## src/rtl/slice_stream.sv

```systemverilog
// Streaming runtime-configurable bit slicer: two registered stages with valid/ready
// on both sides; each word carries its own snapshot of the active slice config.
module slice_stream #(
    parameter int DATA_WIDTH    = 32,
    parameter int OUT_WIDTH     = 8,
    parameter int OFFSET_WIDTH  = 5,
    parameter bit RESET_REL_MSB = 1'b1
) (
    input  logic                    clk,
    input  logic                    rst,
    input  logic [OFFSET_WIDTH-1:0] cfg_offset,
    input  logic                    cfg_rel_msb,
    input  logic                    cfg_sign_ext,
    input  logic                    cfg_load,
    output logic                    cfg_err,
    input  logic [DATA_WIDTH-1:0]   in_data,
    input  logic                    in_valid,
    output logic                    in_ready,
    output logic [OUT_WIDTH-1:0]    out_data,
    output logic                    out_valid,
    input  logic                    out_ready,
    output logic [15:0]             word_count
);

    localparam logic [OFFSET_WIDTH:0] OFFSET_LIMIT = (OFFSET_WIDTH + 1)'(DATA_WIDTH);

    // Active configuration
    logic [OFFSET_WIDTH-1:0] act_offset_q;
    logic                    act_rel_msb_q;
    logic                    act_sign_ext_q;
    logic                    cfg_err_q;

    // Stage 1: word plus the config it was accepted under
    logic                    s1_valid_q;
    logic [DATA_WIDTH-1:0]   s1_data_q;
    logic [OFFSET_WIDTH-1:0] s1_offset_q;
    logic                    s1_rel_msb_q;
    logic                    s1_sign_ext_q;

    // Stage 2: registered output
    logic                    out_valid_q;
    logic [OUT_WIDTH-1:0]    out_data_q;
    logic [OUT_WIDTH-1:0]    out_data_d;
    logic [15:0]             word_count_q;

    logic cfg_ok;
    logic s1_adv;
    logic accept;
    logic fill_bit;

    assign cfg_ok   = ({1'b0, cfg_offset} < OFFSET_LIMIT);
    assign s1_adv   = s1_valid_q && (!out_valid_q || out_ready);
    assign in_ready = !s1_valid_q || s1_adv;
    assign accept   = in_valid && in_ready;
    assign fill_bit = s1_sign_ext_q & s1_data_q[DATA_WIDTH-1];

    // Padded shifts keep every index in range: LSB mode pads above the word with
    // the fill bit, MSB mode pads below it with zeros and takes the top OUT_WIDTH bits.
    always_comb begin
        out_data_d = '0;
        if (s1_rel_msb_q) begin
            out_data_d = OUT_WIDTH'(({s1_data_q, {OUT_WIDTH{1'b0}}} << s1_offset_q) >> DATA_WIDTH);
        end else begin
            out_data_d = OUT_WIDTH'({{DATA_WIDTH{fill_bit}}, s1_data_q} >> s1_offset_q);
        end
    end

    // NOTE: state registers use non-blocking assignments so every register samples
    // pre-edge values; the stage-1 capture below relies on reading the old config.
    always_ff @(posedge clk or posedge rst) begin
        if (rst) begin
            act_offset_q   <= '0;
            act_rel_msb_q  <= RESET_REL_MSB;
            act_sign_ext_q <= 1'b0;
            cfg_err_q      <= 1'b0;
            s1_valid_q     <= 1'b0;
            s1_data_q      <= '0;
            s1_offset_q    <= '0;
            s1_rel_msb_q   <= 1'b0;
            s1_sign_ext_q  <= 1'b0;
            out_valid_q    <= 1'b0;
            out_data_q     <= '0;
            word_count_q   <= '0;
        end else begin
            cfg_err_q <= cfg_load && !cfg_ok;
            if (cfg_load && cfg_ok) begin
                act_offset_q   <= cfg_offset;
                act_rel_msb_q  <= cfg_rel_msb;
                act_sign_ext_q <= cfg_sign_ext;
            end

            if (accept) begin
                s1_valid_q    <= 1'b1;
                s1_data_q     <= in_data;
                s1_offset_q   <= act_offset_q;
                s1_rel_msb_q  <= act_rel_msb_q;
                s1_sign_ext_q <= act_sign_ext_q;
            end else if (s1_adv) begin
                s1_valid_q <= 1'b0;
            end

            // Output only changes on a move from stage 1 or after a completed transfer
            if (s1_adv) begin
                out_valid_q <= 1'b1;
                out_data_q  <= out_data_d;
            end else if (out_ready) begin
                out_valid_q <= 1'b0;
            end

            if (out_valid_q && out_ready) begin
                word_count_q <= word_count_q + 16'd1;
            end
        end
    end

    assign cfg_err    = cfg_err_q;
    assign out_valid  = out_valid_q;
    assign out_data   = out_data_q;
    assign word_count = word_count_q;

endmodule

```

## config.mk

```make
export PLATFORM = sky130hd
export DESIGN_NAME = slice_stream
export DESIGN_NICKNAME = d
export VERILOG_FILES = /design/src/rtl/slice_stream.sv
export SDC_FILE = /design/constraint.sdc
export NUM_CORES = 1
export LEC_CHECK = 0
export CAP_MARGIN = 20
export CORE_MARGIN = 5
export CORE_UTILIZATION = 63
export CTS_BUF_LIST = sky130_fd_sc_hd__clkbuf_2
export CTS_CLUSTER_SIZE = 25
export DETAILED_ROUTE_END_ITERATION = 8
export PLACE_DENSITY = 0.9
export SYNTH_ARGS = -nofsm -noshare
export SYNTH_HDL_FRONTEND = slang
export SYNTH_SLANG_ARGS = --single-unit
```

## constraint.sdc

```tcl
create_clock -name clk -period 5 [get_ports clk]
set_input_delay 1.5 -clock clk [delete_from_list [all_inputs] [get_ports clk]]
set_output_delay 1.5 -clock clk [all_outputs]
set_load 0.01 [all_outputs]
```

== Yosys cells after proc, flatten, opt, wreduce, memory -nomap -nowiden ==
Cells that the tools add are included.

* Flip-flop bits (word level): 72
* Input bits: 44
* Output and inout port bits: 27
* Logic and storage cells: 29

* $add $sub $neg: 1
* Shift operators: 2
* Muxes and demuxes: 5
* Bitwise logic cells: 1
* Reduce and logical (&&, ||, !) cells: 9

{| class="wikitable"
|+ Operators by type and width
! cell !! number
|-
| 64-bit by 5-bit >> shifter with 8-bit output || 1
|-
| 40-bit by 5-bit << shifter with 40-bit output || 1
|-
| 16-bit by 1-bit adder with 16-bit output, second input constant || 1
|-
| 8-bit 2-to-1 mux || 1
|-
| 1-bit 2-to-1 mux || 4
|-
| 2-bit nonzero test || 2
|-
| 1-bit logical AND || 3
|-
| 1-bit logical NOT || 2
|-
| 1-bit logical OR || 2
|-
| 1-bit AND || 1
|}

== Depth between registers and ports, before layout ==
* Word-level depth: 6
* Gate-level depth with buffers: 10
* Mapped depth without buffers: 5

== Worst setup path after synthesis ==
No wires, ideal clock.

* Path type: input-to-output
* Start point: in out_ready
* End point: out in_ready
* Data arrival time: 1.714 ns
* Required time: 3.500 ns
* Setup slack: 1.786 ns
* Cell stages on the path: 1
* Buffers on the path: 0
* Cell sequence: nand3b_1

* Cells in the longest elaborated chain, start to end: 3

{| class="wikitable"
|+ Ends and longest elaborated chain
! element !! line !! source
|-
| from (decl) || 21 || <nowiki>input logic out_ready,</nowiki>
|-
| 1-bit logical OR || 52 || <nowiki>assign s1_adv = s1_valid_q && (!out_valid_q || out_ready);</nowiki>
|-
| 1-bit logical AND || 52 ||
|-
| 1-bit logical OR || 53 || <nowiki>assign in_ready = !s1_valid_q || s1_adv;</nowiki>
|-
| to (decl) || 18 || <nowiki>output logic in_ready,</nowiki>
|}

No other way between the ends.

== Worst setup path after layout ==
Same ends and word-level chain as after synthesis.

==> metrics.md <==
| Metric | Value |
|---|---|
| Antenna Cells | `0` |
| Worst path depth | `3` |
| Area of the multi-input gates | `3860 sq um` |
| Critical Path Sink | `in_ready` |
| Post-DRT Antenna Nets | `0` |
| Most used cell, CP | `clkdlybuf4s50_1` |
| Commonest non-fill, non-tap cell in the layout | `clkdlybuf4s50_1` |
| RSZ-0062 raised after global routing | `no` |
| Area grow syn2layout | `11.9%` |
| Final Instance Count excl. Fillers | `~650` |
| Final setup viols | `0` |
| Tot GR Track Use | `0.259` |
| Synth async-reset ratio | `1.00` |
| Ys flop type | `dfrtp_1` |
| Starting Density | `0.652` |
| Crit end category | `primary output` |
| Outcome | `finished, final reports clean` |
| Final hold violation count | `0` |
| Sequential area share after synthesis | `0.298` |
| Max incr delay on CP | `between 0.5 and 0.6 ns` |
| Ys Warns | `0` |
| Cells on Worst Hold Path | `1` |
| Slew Limit Fails | `0` |
| CP Cell Sequence | `clkdlybuf4s50_1 -> nand3b_1 -> clkdlybuf4s50_1` |
| Critical Path Source | `out_ready` |
| Most frequent cells in the layout | `69 x clkdlybuf4s50_1, 68 x mux4_2, 68 x dfrtp_1` |
| CP max stage cell | `clkdlybuf4s50_1` |
| Max clock buf depth | `2` |
| Peak Freq | `about 230 MHz` |
| DRT Pass-1 Iters | `5` |
| Max VDD drop | `roughly 0.21 mV` |
| Top cells by area, synth | `dfrtp_1 29%, mux4_2 25%, mux2_2 9.1%` |
| Tcrit/Tclk final | `0.852` |
| Flop2flop setup slack | `approximately 2.0 ns` |
| Top delay family on crit path | `buffers and inverters` |
| Worst Path Arrival | `~2.8 ns` |
| Worst slew pin tran | `around 0.81 ns` |
| Yosys top cell by area | `dfrtp_1` |
| Number of global-route vias before repair | `between 4,000 and 5,000` |
| Wirelength per Cell | `roughly 22 um` |
| DRT Wirelength | `roughly 14 mm` |
| CP Buf/Inv Count | `2` |
| Cell count after placement | `approximately 630` |
| Largest net degree at the start of global routing | `between 60 and 70` |
| Setup repair bufs after CTS | `0` |
| DR DRC count | `0` |
| Yosys cell types | `52` |
| Filler cells | `between 600 and 700` |
| CP Class | `in2out` |
| Normalized max-slew margin | `0.462` |
| Layout Skew | `0.0328 ns` |
| Mapped Avg Cell Area | `about 12 sq um` |
| Final nets | `556` |
| Crit-path max FO | `6` |
| DPL Wire Length | `10.1 mm` |
| Antenna violations before repair | `0` |
| Post-Syn Area | `between 6000 and 7000 sq um` |
| Worst path required time | `3.50 ns` |
| Mapped Nets | `between 500 and 600` |
| Starting DRC count in detailed routing | `roughly 440` |
| Number of max-cap violations | `0` |
| Register area | `about 1800 sq um` |
| R2r endpoint | `out_data[2]` |
| Total CTS buffers | `9` |
| Worst R2R Path Depth | `6` |
| Root Buffer | `clkbuf_2` |
| Clock slew seen by the registers of the worst setup and hold paths | `0.22 ns` |
| Routed vias | `roughly 4,500` |
| CTS Hold Bufs | `0` |
| Syn Inst Count | `about 490` |
| Post-synth top area share | `0.294` |
| Die Ht | `108 um` |
| Number of clock sinks | `approximately 70` |
| Path type of the worst min-delay path | `reg2reg` |
| Die area | `~12,000 sq um` |
| Gpl congestion | `between 0.9 and 1` |
| Leak | `around 2.6 nW` |
| Min cycle time layout | `~4.3 ns` |
| Grt total ovfl | `0` |
| Crit path launch type | `input pin` |
| # H-tree levels | `3` |
| Post-synth EDFFs | `0` |
| Worst R2R Start | `s1_offset_q[1]` |
| Worst-skew pair later-pin latency | `roughly 0.55 ns` |
| Core Footprint | `9280 sq um` |
| Port Buf Inserts | `approximately 70` |
| Pwr Density | `around 380 nW/um^2` |
| First-pass GRT wire length | `around 23 mm` |
| Fraction of layout cells with a size suffix above 1 | `0.287` |
| CTS tree | `done` |
| Vias per Instance | `roughly 7.0` |
| Total I/O pin count | `71` |
| Die X | `108 um` |
| Synth Register Bits | `72` |
| Rows | `35` |
| Post-CTS sizing | `0` |
| Setup TNS | `0 ns` |
==> registers in the layout, summed over array words and instances (netlist names) <==
signal	flops
out_data	8
s1_rel_msb_q	1
word_count	16
act_rel_msb_q	1
out_valid	1
s1_offset_q	5
act_sign_ext_q	1
s1_data_q	32
act_offset_q	5
s1_valid_q	1
s1_sign_ext_q	1
==> worst min-delay path by stage <==
stage	startpoint	end	slack, ns
after floorplan	act_offset_q[0]	s1_offset_q[0]	0.48
after global placement	word_count[15]	word_count[15]	0.45
after detailed placement	word_count[15]	word_count[15]	0.47
after CTS	word_count[15]	word_count[15]	0.50
after global routing	word_count[15]	word_count[15]	0.51
final	word_count[15]	word_count[15]	0.49
==> final cells by class <==
type | instances | share of cell area
Clock buffer | 9 | 0.00665
Clock inverter | 7 | 0.0140
Inverter | 7 | 0.00388
Multi-Input combinational cell | 343 | 0.570
Sequential cell | 72 | 0.268
Tap cell | 129 | 0.0238
Timing Repair Buffer | 78 | 0.114
==> worst register-to-register path: cells and delay by family, from the launching register on <==
family	cells	cell delay (ns)
flip-flops	1	0.96
multiplexers	2	0.90
buffers and inverters	1	0.54
AND/OR/NAND/NOR	2	0.28
AO/OA/AOI/OAI	1	0.20
==> report_power, final <==
group	switching (mW)	leakage (nW)	internal, mW
logic	0.526	1.68	0.734
clock network	0.223	0.0823	0.166
registers	0.253	0.854	0.694
==> synth_stat cells, drive strengths merged, types with 2 or more instances <==
cell type  instances
o211ai            10
nor2b              3
a21oi              4
xor2               4
mux2i             45
a32oi              4
o21ai              6
o311ai             3
nand2b             5
a211oi             6
inv                6
o2111ai            4
nand2             27
nor2              22
nand3             16
nand4              8
a22oi              3
nor3               6
dfrtp             71
mux2              53
and2               2
clkbuf            32
buf               34
and3               2
mux4              79
nand3b             3
nor4               4
xnor2             11
==> layer usage <==
metal | track usage | vias to the layer above | part of all wire
met1 | 0.370 | 2297 | 0.41
met3 | 0.0585 | 27 | 0.084
li1 | - | 1958 | -
met2 | 0.401 | 244 | 0.49
met5 | 0 | - | 0
met4 | 0.0784 | 0 | 0.021
==> cell families after synthesis <==
group | after synthesis | share of synthesized area
other | 1 | 0.000619
XOR/XNOR | 15 | 0.0217
AND/OR/NAND/NOR | 102 | 0.0821
flip-flops | 72 | 0.298
buffers and inverters | 73 | 0.0643
AO/OA/AOI/OAI | 47 | 0.0577
adder cells (fa/ha/maj) | 1 | 0.00207
multiplexers | 177 | 0.474
==> per-stage QoR <==
step | worst slack [ns] | utilization | hold WS [ns] | power, mW | area, sq um
floorplan | 1.68 | - | 0.477 | 1.85 | 6050
global placement | 0.756 | 0.712 | 0.454 | 2.16 | 6610
detailed placement | 0.737 | 0.712 | 0.470 | 2.20 | 6610
CTS | 0.732 | 0.727 | 0.498 | 2.60 | 6750
global route | 0.687 | 0.729 | 0.509 | 2.75 | 6770
finish | 0.739 | 0.729 | 0.487 | 2.60 | 6770
No activity file was read; power rests on OpenSTA's default activity.
==> RTL change (same flow settings) <==
The parameter `OUT_WIDTH` goes from 8 to 9.
--- a/src/rtl/slice_stream.sv
+++ b/src/rtl/slice_stream.sv
@@ -2,7 +2,7 @@
 // on both sides; each word carries its own snapshot of the active slice config.
 module slice_stream #(
     parameter int DATA_WIDTH    = 32,
-    parameter int OUT_WIDTH     = 8,
+    parameter int OUT_WIDTH     = 9,
     parameter int OFFSET_WIDTH  = 5,
     parameter bit RESET_REL_MSB = 1'b1
 ) (
Interface: changed (resized out_data); port bits go from 71 to 72. No check against the original RTL was run, so the function may have changed too.
==> RTL change against the original RTL <==
Final area grew 4.6%. Global-route usage up 4.3 points. Setup slack got worse by 16 ps. Sequential cell count up 1. Total power increased by 10%. Combinational power increased by 14%. Hold slack better by 6.1 ps. Routed wire length grew 27%. Synthesized area up 5.3%. Critical endpoint unchanged. Largest cell class unchanged. Largest power group unchanged.
==> RTL change: results (changes against the original RTL) <==
setup_path:
  reg2reg_slack_ps: 1670  # -360 ps
  critPathLaunch: "out_ready"
  r2r_end: "out_data[8]"
  worst_ep_arrival_time_ps: 2780  # +20 ps
power_and_ir_drop:
  p_seq_frac: 0.339  # -0.026
  leakagePower_uw: 0.002713  # +3.9%
  intPower_uw: 1692  # +6.2%
  peakVddDrop_mv: 0.2835  # +34%
place:
  place.gp.congestion: 0.9771  # +5.0%
  io_buffer_count: 70  # +1.4%
  hpwl_mm: 12.52  # +24%
detailed_routing:
  wl_mm: 18.18  # +27%
  vias_per_cell: 7.343  # +4.6%
global_routing:
  grt_max_degree: 72  # +14%
  track_usage: 0.3024  # +0.04348
  grt_pass1_wl_mm: 29.15  # +24%
synth:
  synthTopCellsByCount: "dfrtp_1, mux4_2, mux2_2"
  synth_cell_type_count: 64  # +23%
  synth_mux_area_frac: 0.4280  # -0.04580
  synth-compound-area-share: 0.09109  # +0.03342
  synth_fp_nets: 592  # +11%
  synthAdderAreaFrac: 0.001963  # -0.0001039
  synth_top_cells_by_area: "dfrtp_1, mux4_2, mux2_2, mux2i_1, mux4_1"
  yosysSeqAreaShare: 0.2868  # -0.01104
layout:
  final_net_count: 609  # +9.5%
  fillerInstances: 726  # +13%
sta:
  skew_ps: 30.22  # -2.545 ps
  tightest_slew_ps: 960.5  # +153.9 ps
outcome:
  status: "complete, no violations"
==> RTL change: changes by cell type after synthesis, sizes merged, moves of 7 or more <==
| cell | unedited run | this run |
|---|---|---|
| a21oi | 4 | 13 |
| clkbuf | 32 | 39 |
| mux2i | 45 | 37 |
| nand2 | 27 | 39 |
| o211ai | 10 | 3 |
==> RTL change: metal layers <==
| metal | GRT usage | wire length [um] | up-vias |
|---|---|---|---|
| met5 | 0 | 0 | - |
| met4 | 0.1338 | 740 | 0 |
| met3 | 0.08698 | 2043 | 61 |
| met2 | 0.4498 | 8360 | 360 |
| met1 | 0.4142 | 7033 | 2569 |
| li1 | - | - | 2165 |
==> RTL change: layout make-up <==
type | count | area [um2] | area share
timing repair buffer | 80 | 775.7 | 0.1095
clock inverter | 6 | 113.9 | 0.01607
clock buffer | 10 | 50.05 | 0.007063
tap | 133 | 166.4 | 0.02349
multi-input combinational | 392 | 4115 | 0.5808
sequential | 73 | 1834 | 0.2589
inverter | 8 | 30.03 | 0.004238
==> RTL change: metrics by stage <==
stage | worst slack, ps | util | instance area (um2) | hold slack (ps) | std cells
finish | 723.6 | 0.7216 | 7086 | 492.6 | 702
detailed placement | 723.4 | 0.7049 | 6922 | 468.0 | 686
floorplan | 1648 | - | 6374 | 471.1 | 547
global route | 661.2 | 0.7216 | 7086 | 535.7 | 702
global placement | 750.1 | 0.7049 | 6922 | 460.8 | 686
CTS | 716.1 | 0.7216 | 7086 | 497.3 | 702
==> RTL change: worst min path at each step <==
stage	to	slack, ps	depth (start not counted)
floorplan	out_valid	470	1
global placement	word_count[15]	460	1
detailed placement	word_count[15]	470	1
CTS	word_count[15]	500	1
global route	s1_offset_q[2]	540	1
finish	word_count[15]	490	1
